[src/rtl/pipeline_hazard_ctrl.sv]
// Stall/flush/exception sequencer for the in-order MIPS pipeline: MD unit occupancy,
// branch-correction flushes, and interrupt deferral around branches and delay slots.
module pipeline_hazard_ctrl #(
  parameter int STAGES     = 5,
  parameter int MUL_CYCLES = 5,
  parameter int DIV_CYCLES = 10,
  parameter int INT_LINES  = 6
) (
  input  logic                 clk,
  input  logic                 reset,
  input  logic                 load_use,
  input  logic                 md_start,
  input  logic                 md_is_div,
  input  logic                 md_use_id,
  input  logic                 id_is_ctrl,
  input  logic                 eret_id,
  input  logic [STAGES-1:0]    correct,
  input  logic [INT_LINES-1:0] int_req,
  input  logic [INT_LINES-1:0] int_mask,
  input  logic                 exl,
  output logic                 pc_write,
  output logic [STAGES-1:0]    stage_stall,
  output logic [STAGES-1:0]    stage_flush,
  output logic                 md_busy,
  output logic                 exl_set,
  output logic                 exl_clr,
  output logic [INT_LINES-1:0] int_cause,
  output logic                 int_deferred
);

  localparam int MD_MAX = (MUL_CYCLES > DIV_CYCLES) ? MUL_CYCLES : DIV_CYCLES;
  localparam int CW     = (MD_MAX < 2) ? 1 : $clog2(MD_MAX);
  localparam logic [CW-1:0] MUL_LOAD = CW'(MUL_CYCLES - 1);
  localparam logic [CW-1:0] DIV_LOAD = CW'(DIV_CYCLES - 1);

  typedef enum logic [1:0] {
    ST_RUN   = 2'd0,
    ST_DEFER = 2'd1,
    ST_TAKE  = 2'd2
  } state_t;

  state_t                r_state;
  logic [CW-1:0]         r_md_cnt;
  logic                  r_ds_flag;
  logic [INT_LINES-1:0]  r_int_cause;

  logic                  w_md_busy;
  logic                  w_stall_req;
  logic                  w_corr_any;
  logic [STAGES-1:0]     w_corr_mask;
  logic [STAGES-1:0]     w_stall;
  logic [STAGES-1:0]     w_flush;
  logic                  w_eret_take;
  logic                  w_pending;
  logic                  w_take_cond;
  logic                  w_exl_set;
  logic                  w_deferred;
  logic                  w_unused_corr;

  // Corrections can only resolve in EX or later; bits 0/1 carry no meaning.
  assign w_unused_corr = ^correct[1:0];

  assign w_md_busy   = (r_md_cnt != '0) || md_start;
  assign w_stall_req = load_use || (w_md_busy && md_use_id);
  assign w_corr_any  = |correct[STAGES-1:2];
  assign w_pending   = (|(int_req & int_mask)) && !exl;

  // A correction at stage k squashes everything younger than its delay slot at k-1.
  always_comb begin
    w_corr_mask = '0;
    for (int j = 0; j < STAGES - 2; j++) begin
      for (int k = j + 2; k < STAGES; k++) begin
        if (correct[k]) w_corr_mask[j] = 1'b1;
      end
    end
  end

  assign w_eret_take = eret_id && !w_stall_req && !w_corr_any;
  assign w_take_cond = w_pending && !w_corr_any && !w_stall_req && !id_is_ctrl &&
                       !r_ds_flag && !w_eret_take;
  assign w_exl_set   = (r_state == ST_TAKE) && w_pending && !w_corr_any &&
                       !w_stall_req && !w_eret_take;
  assign w_deferred  = w_pending && !w_take_cond && !w_exl_set;

  always_comb begin
    w_stall      = '0;
    w_stall[1:0] = {2{w_stall_req}};
    w_stall      = w_stall & ~w_corr_mask;
    w_flush      = w_corr_mask;
    w_flush[2]   = w_flush[2] | w_stall_req;
    w_flush[0]   = w_flush[0] | w_exl_set | w_eret_take;
  end

  always_ff @(posedge clk) begin
    if (reset) begin
      r_state     <= ST_RUN;
      r_md_cnt    <= '0;
      r_ds_flag   <= 1'b0;
      r_int_cause <= '0;
    end else begin
      // EX never stalls here, so every md_start is an accepted issue.
      if (md_start) begin
        r_md_cnt <= md_is_div ? DIV_LOAD : MUL_LOAD;
      end else if (r_md_cnt != '0) begin
        r_md_cnt <= r_md_cnt - 1'b1;
      end

      if (!w_stall[1]) r_ds_flag <= id_is_ctrl;

      if (w_exl_set) r_int_cause <= int_req & int_mask;

      if (w_exl_set) begin
        r_state <= ST_RUN;
      end else if (w_take_cond) begin
        r_state <= ST_TAKE;
      end else if (w_pending) begin
        r_state <= ST_DEFER;
      end else begin
        r_state <= ST_RUN;
      end
    end
  end

  always_comb begin
    pc_write     = 1'b0;
    stage_stall  = '0;
    stage_flush  = '0;
    md_busy      = 1'b0;
    exl_set      = 1'b0;
    exl_clr      = 1'b0;
    int_cause    = '0;
    int_deferred = 1'b0;
    if (!reset) begin
      pc_write     = w_corr_any || !w_stall_req;
      stage_stall  = w_stall;
      stage_flush  = w_flush;
      md_busy      = w_md_busy;
      exl_set      = w_exl_set;
      exl_clr      = w_eret_take;
      int_cause    = r_int_cause;
      int_deferred = w_deferred;
    end
  end

endmodule

[config.mk]
export PLATFORM = sky130hd
export DESIGN_NAME = pipeline_hazard_ctrl
export DESIGN_NICKNAME = d
export VERILOG_FILES = /design/src/rtl/pipeline_hazard_ctrl.sv
export SDC_FILE = /design/constraint.sdc
export NUM_CORES = 1
export LEC_CHECK = 0
export CAP_MARGIN = 25
export CORE_MARGIN = 1.5
export CORE_UTILIZATION = 38
export CTS_CLUSTER_DIAMETER = 80
export DETAILED_ROUTE_END_ITERATION = 16
export PLACE_DENSITY = 0.84
export SYNTH_ARGS = -nofsm -noshare
export SYNTH_HDL_FRONTEND = slang
export SYNTH_SLANG_ARGS = --single-unit
[constraint.sdc]
create_clock -name clk -period 2.3 [get_ports clk]
set_clock_uncertainty 0.2 [all_clocks]
set_input_delay 0.23 -clock clk [delete_from_list [all_inputs] [get_ports clk]]
set_output_delay 0.23 -clock clk [all_outputs]
set_load 0.005 [all_outputs]
==> results of run 1 <==
-- through the flow --
step                setup TNS [ns]  area (um^2)  utilization  cells
CTS                        -0.3181         1416       0.7005    187
detailed placement          -1.624         1319       0.6522    176
global placement            -1.547         1319       0.6522    176
finish                     -0.5356         1499       0.7413    194
global route                -1.092         1499       0.7413    194
floorplan                        0        853.3            -    106
-- sequential cells by signal (all words and copies together), names as in the netlist --
register and flops:
r_ds_flag 1, r_md_cnt 4, r_int_cause 6, r_state 2
-- critical path: cells and delay by family (launching register included) --
family	cells	cell delay (ns)
and+or+nand+nor	3	0.64
DFF	1	0.33
buffers and inverters	4	0.41
adders and majority gates	1	0.13
AOI/OAI and AO/OA	1	0.21
-- cell type report --
type	count	area [um^2]
timing repair buffer	65	568.0
clock buffer	3	22.52
inverter	3	11.26
fill	167	523.0
clock inverter	1	5.005
tap	27	33.78
sequential	13	262.8
multi-input combinational	82	595.6
-- where the power goes --
group / total (uW) / switching [uW] / internal [uW]
clock network: 149 / 84.6 / 64.5
registers: 249 / 9.78 / 239
logic: 269 / 111 / 157
total: 667 / 206 / 461
-- timing repair --
item,4_1_cts,5_1_grt
resized for setup,41,11
buffers inserted,7,8
pin swaps,4,7
setup endpoints to repair,9,10
-- worst min path at each step --
stage                          start         end  slack [ns]  depth (start not counted)
after global placement     r_ds_flag  r_state[1]        0.26                          1
after global routing       r_ds_flag  r_state[1]        0.34                          1
after detailed placement   r_ds_flag  r_state[1]        0.26                          1
after CTS                  r_ds_flag  r_state[1]        0.28                          1
final                      r_ds_flag  r_state[1]        0.33                          1
after floorplan           id_is_ctrl  r_state[1]        0.10                          1
-- layout by cell type, fill, tap and decap left out, drive strengths merged, types with 2 or more instances in the layout --
cell type and instances:
nor3 7, dfxtp 13, clkdlybuf4s50 31, xor2 2, inv 3, buf 32
o21ai 3, a22oi 2, ha 2, mux2i 2, nor2 18, mux2 6
nand2 9, a21oi 2, conb 5, clkbuf 5, a31oi 2, nor2b 7
nand2b 3, nand4 3
-- layer usage --
| layer | track usage | share of wire | vias up |
|---|---|---|---|
| met1 | 0.2146 | 0.40 | 449 |
| met5 | 0 | 0 | - |
| met4 | 0.08796 | 0.0084 | 0 |
| met3 | 0.06970 | 0.065 | 2 |
| met2 | 0.3844 | 0.53 | 37 |
| li1 | - | - | 474 |
-- logic make-up after synthesis --
| group | after synthesis | synth area share |
|---|---|---|
| other | 1 | 0.004473 |
| XOR/XNOR | 3 | 0.03135 |
| buffers and inverters | 11 | 0.07164 |
| adder cells (fa/ha/maj) | 2 | 0.02985 |
| AND/OR/NAND/NOR | 53 | 0.3522 |
| flip-flops | 13 | 0.3104 |
| multiplexers | 8 | 0.1045 |
| AO/OA/AOI/OAI | 11 | 0.09551 |
==> impl_metrics.ini, run 1 <==
[routing]
postRouteAntennaNets = 0
detail_route.wl_per_cell_um = 12.96
via_count = 962
vias_per_cell = 4.959
drt-pass1-iter-count = 4
drtIter0Drc = 17
wl_um = 2514
remaining_drc_errors = 0

[logic_synthesis]
async_reset_ff_frac = 0
synthTopCellsByArea = dfxtp_1 (31%), mux2_2 (8.1%), nor2_1 (7.6%)
ys_types = 31
synthCells = 102
ys_warn_count = 0
synthFlopType = dfxtp_1
synth-seq-cells = 13
synth_top_cell_area_share = 0.3104
synth_edf_count = 0
ys_seq_area_frac = 0.3104
mappedNetlistArea_um2 = 838.3
yosysTopAreaCell = dfxtp_1
synthTopCellsByCount = nor2_1 (17), dfxtp_1 (13), nand2_1 (9), nor2b_1 (7), nor3_1 (7)
synth_most_common_cell = nor2_1
syn_area_per_cell_um2 = 8.219

[sta]
timing.hold.ws_ns = 0.3255
finalHoldViolations = 0
period_needed_ns = 2.437
finalSetupViolations = 8
layout_setup_ws_ns = -0.1367
rsz0062_at_grt = yes
timing.final.crit_share = 1.059
clock.fmax_mhz = 410.4
drv_slew = 0

[clock_network]
clock_latency_ns = 0.28
clock_tree.root_cell = clkbuf_4
cts_buffers = 3
clkTransAtPathRegs_ns = 0.09
cts.sinks = 13
htree_levels = 1
cts_buffer_depth = 2
cts_tree = built
postCtsHoldBufs = 0

[placed_design]
place_ws_ns = -0.2938
port_buffers = 39
place_hpwl_um = 1671
gp_congestion = 0.7473

[run_status]
status = finished, violations left
violations = setup timing

[worst_setup_path]
timing.rr.end = r_state[1]
arrival_ns = 2.01
slowest_stage = or4b_4
cp_max_fo = 3
max_stage_delay_ns = 0.49
start_kind = register
crit_path_frequent_cell = buf_6
crit_end = exl_set
r2r_cells = 11
rr_startpoint = r_md_cnt[0]
cp-startpoint = r_md_cnt[0]
crit_type = reg2out
crit_path_end_kind = output port
rrSetupSlack_ns = -0.08
cp_cell_sequence = inv_2, ha_4, or4b_4, a21oi_4, buf_6, buf_6, nand4_4, nor2_1, buf_2
required_ns = 1.87

[die]
dieWidth_um = 49.97
initial_utilization = 0.4146
num_io_pins = 47
die_h_um = 49.97
dieArea_um2 = 2497
design.core.area_um2 = 2022
row_count = 16

[grt]
overflow = 0
grt_pass1_wl_um = 3919
grt_pass1_vias = 930
grtUsageTotal = 0.2097
antenna_found_initial = 0
grt_max_degree = 18

[pwr]
leakage_uw = 0.0006531
finalPower_uw = 666.5
powerDensity_nw_per_um2 = 444.7
peakVddDrop_v = 0.0004808

[cells_and_area]
nets = 196
n_antenna_cell = 0
drive_above_1_share = 0.3713
syn2layout_area_growth_pct = 78.81

[flow_run]
maxCapViolations = 0

[min_path]
hp-class = reg2reg
No activity file was read; power rests on OpenSTA's default activity.
==> inputs of run 2 (changes only) <==
--- a/config.mk
+++ b/config.mk
@@ -6,11 +6,13 @@
 export NUM_CORES = 1
 export LEC_CHECK = 0
 export CAP_MARGIN = 25
+export CELL_PAD_IN_SITES_DETAIL_PLACEMENT = 1
+export CELL_PAD_IN_SITES_GLOBAL_PLACEMENT = 2
 export CORE_MARGIN = 1.5
-export CORE_UTILIZATION = 38
+export CORE_UTILIZATION = 20
 export CTS_CLUSTER_DIAMETER = 80
 export DETAILED_ROUTE_END_ITERATION = 16
-export PLACE_DENSITY = 0.84
+export PLACE_DENSITY = 0.83
 export SYNTH_ARGS = -nofsm -noshare
 export SYNTH_HDL_FRONTEND = slang
 export SYNTH_SLANG_ARGS = --single-unit
==> impl_metrics.ini, run 2 (synthesis gave the netlist of run 1 again) <==
[grt]
antenna_found_initial = 0
grt_max_degree = 20
grtUsageTotal = 0.1276
grt_pass1_wl_um = 4409
grt_pass1_vias = 1023
overflow = 0

[die]
design.core.area_um2 = 4029
initial_utilization = 0.2081
dieWidth_um = 67.74
dieArea_um2 = 4589
num_io_pins = 47
die_h_um = 67.74
row_count = 23

[cells_and_area]
n_antenna_cell = 0
fillers = 492
layout_commonest_cell = clkdlybuf4s50_1
fin_util = 0.3842
syn2layout_area_growth_pct = 84.63
drive_above_1_share = 0.3735
nets = 195
largest_reg_flops = 6
largest_register = r_int_cause
largest_registers = r_int_cause: 6 flops, r_md_cnt: 4 flops, r_state: 2 flops
stdcell_area_um2 = 1548
final_cell_mix = clkdlybuf4s50_1 (31), buf_4 (20), nor2_1 (14)

[clock_network]
cts_buffer_depth = 2
clock_tree.root_cell = clkbuf_8
postCtsHoldBufs = 0
htree_levels = 1
cts.sinks = 13
cts_buffers = 3
cts_tree = built
clock_latency_ns = 0.24
clkTransAtPathRegs_ns = 0.06

[flow_run]
maxCapViolations = 0

[sta]
clock.fmax_mhz = 421.5
drv_slew = 0
timing.final.crit_share = 1.032
period_needed_ns = 2.372
finalHoldViolations = 0
layout_setup_ws_ns = -0.07247
rsz0062_at_grt = yes
finalSetupViolations = 5

[worst_setup_path]
crit_path_end_kind = output port
cp_cell_sequence = inv_2, ha_4, or4b_4, a21oi_4, buf_6, buf_6, nand4_4, nor2_2, buf_2
cp_max_fo = 3
crit_type = reg2out
r2r_cells = 10
start_kind = register
required_ns = 1.87
rrSetupSlack_ns = 0.05
crit_path_frequent_cell = buf_6
arrival_ns = 1.94
max_stage_delay_ns = 0.48
slowest_stage = or4b_4

[run_status]
violations = setup timing
status = finished, violations left

[placed_design]
gp_congestion = 0.7389
place_area_um2 = 1385
place_hpwl_um = 2174
port_buffers = 39

[pwr]
leakage_uw = 0.0006511
peakVddDrop_v = 0.0001930
powerDensity_nw_per_um2 = 464.5

[routing]
drtIter0Drc = 21
detail_route.wl_per_cell_um = 12.81
vias_per_cell = 4.301
via_count = 929
postRouteAntennaNets = 0
remaining_drc_errors = 0
wl_um = 2766
drt-pass1-iter-count = 2

[min_path]
whs_path_depth = 1
hp-class = reg2reg
-- run 2: power by group --
part,internal (uW),switching [uW],leakage (uW)
clock,123,85.9,0.0000228
sequential,239,7.65,0.000107
combinational,152,111,0.000522
-- run 2: worst max-delay path, delay by kind of cell (launching register included) --
family / cells / cell delay [ns]
DFF: 1 / 0.32
and+or+nand+nor: 3 / 0.64
buffers and inverters: 4 / 0.40
AOI/OAI and AO/OA: 1 / 0.22
adders and majority gates: 1 / 0.13
-- run 2: final timing paths --
check,start,endpoint
setup / recovery,r_md_cnt[0],exl_set
hold / removal,r_ds_flag,r_state[1]
setup reg to reg,r_md_cnt[0],r_state[1]
hold reg to reg,r_ds_flag,r_state[1]
-- run 2: final cells by class --
class / count / area (um^2) / share of cell area
multi-input combinational: 82 / 603.1 / 0.3897
timing repair buffer: 64 / 563.0 / 0.3638
sequential: 13 / 262.8 / 0.1698
tap: 50 / 62.56 / 0.04042
clock buffer: 4 / 45.04 / 0.02910
inverter: 3 / 11.26 / 0.007276
-- run 2: timing repair --
action,in CTS,in global routing
setup endpoints to repair,9,9
pin swaps,6,6
resized for setup,48,8
buffers inserted,7,2
-- run 2: per-layer routing --
| metal | global-route usage | wire, um |
|---|---|---|
| met5 | 0 | 0 |
| met4 | 0.04592 | 31 |
| met3 | 0.02667 | 146 |
| met2 | 0.2328 | 1406 |
| met1 | 0.1446 | 1181 |
-- run 2: per-stage QoR --
step	worst slack, ns	instances	TNS, ns	power (uW)	hold WS [ns]
global placement	-0.3405	204	-1.991	460.9	0.2449
floorplan	0.3443	106	0	352.9	0.1014
detailed placement	-0.3628	204	-2.252	472.3	0.2566
global route	-0.1528	216	-0.6959	764.8	0.3180
finish	-0.07247	216	-0.1489	718.9	0.2908
CTS	-0.08574	214	-0.1444	715.9	0.2663
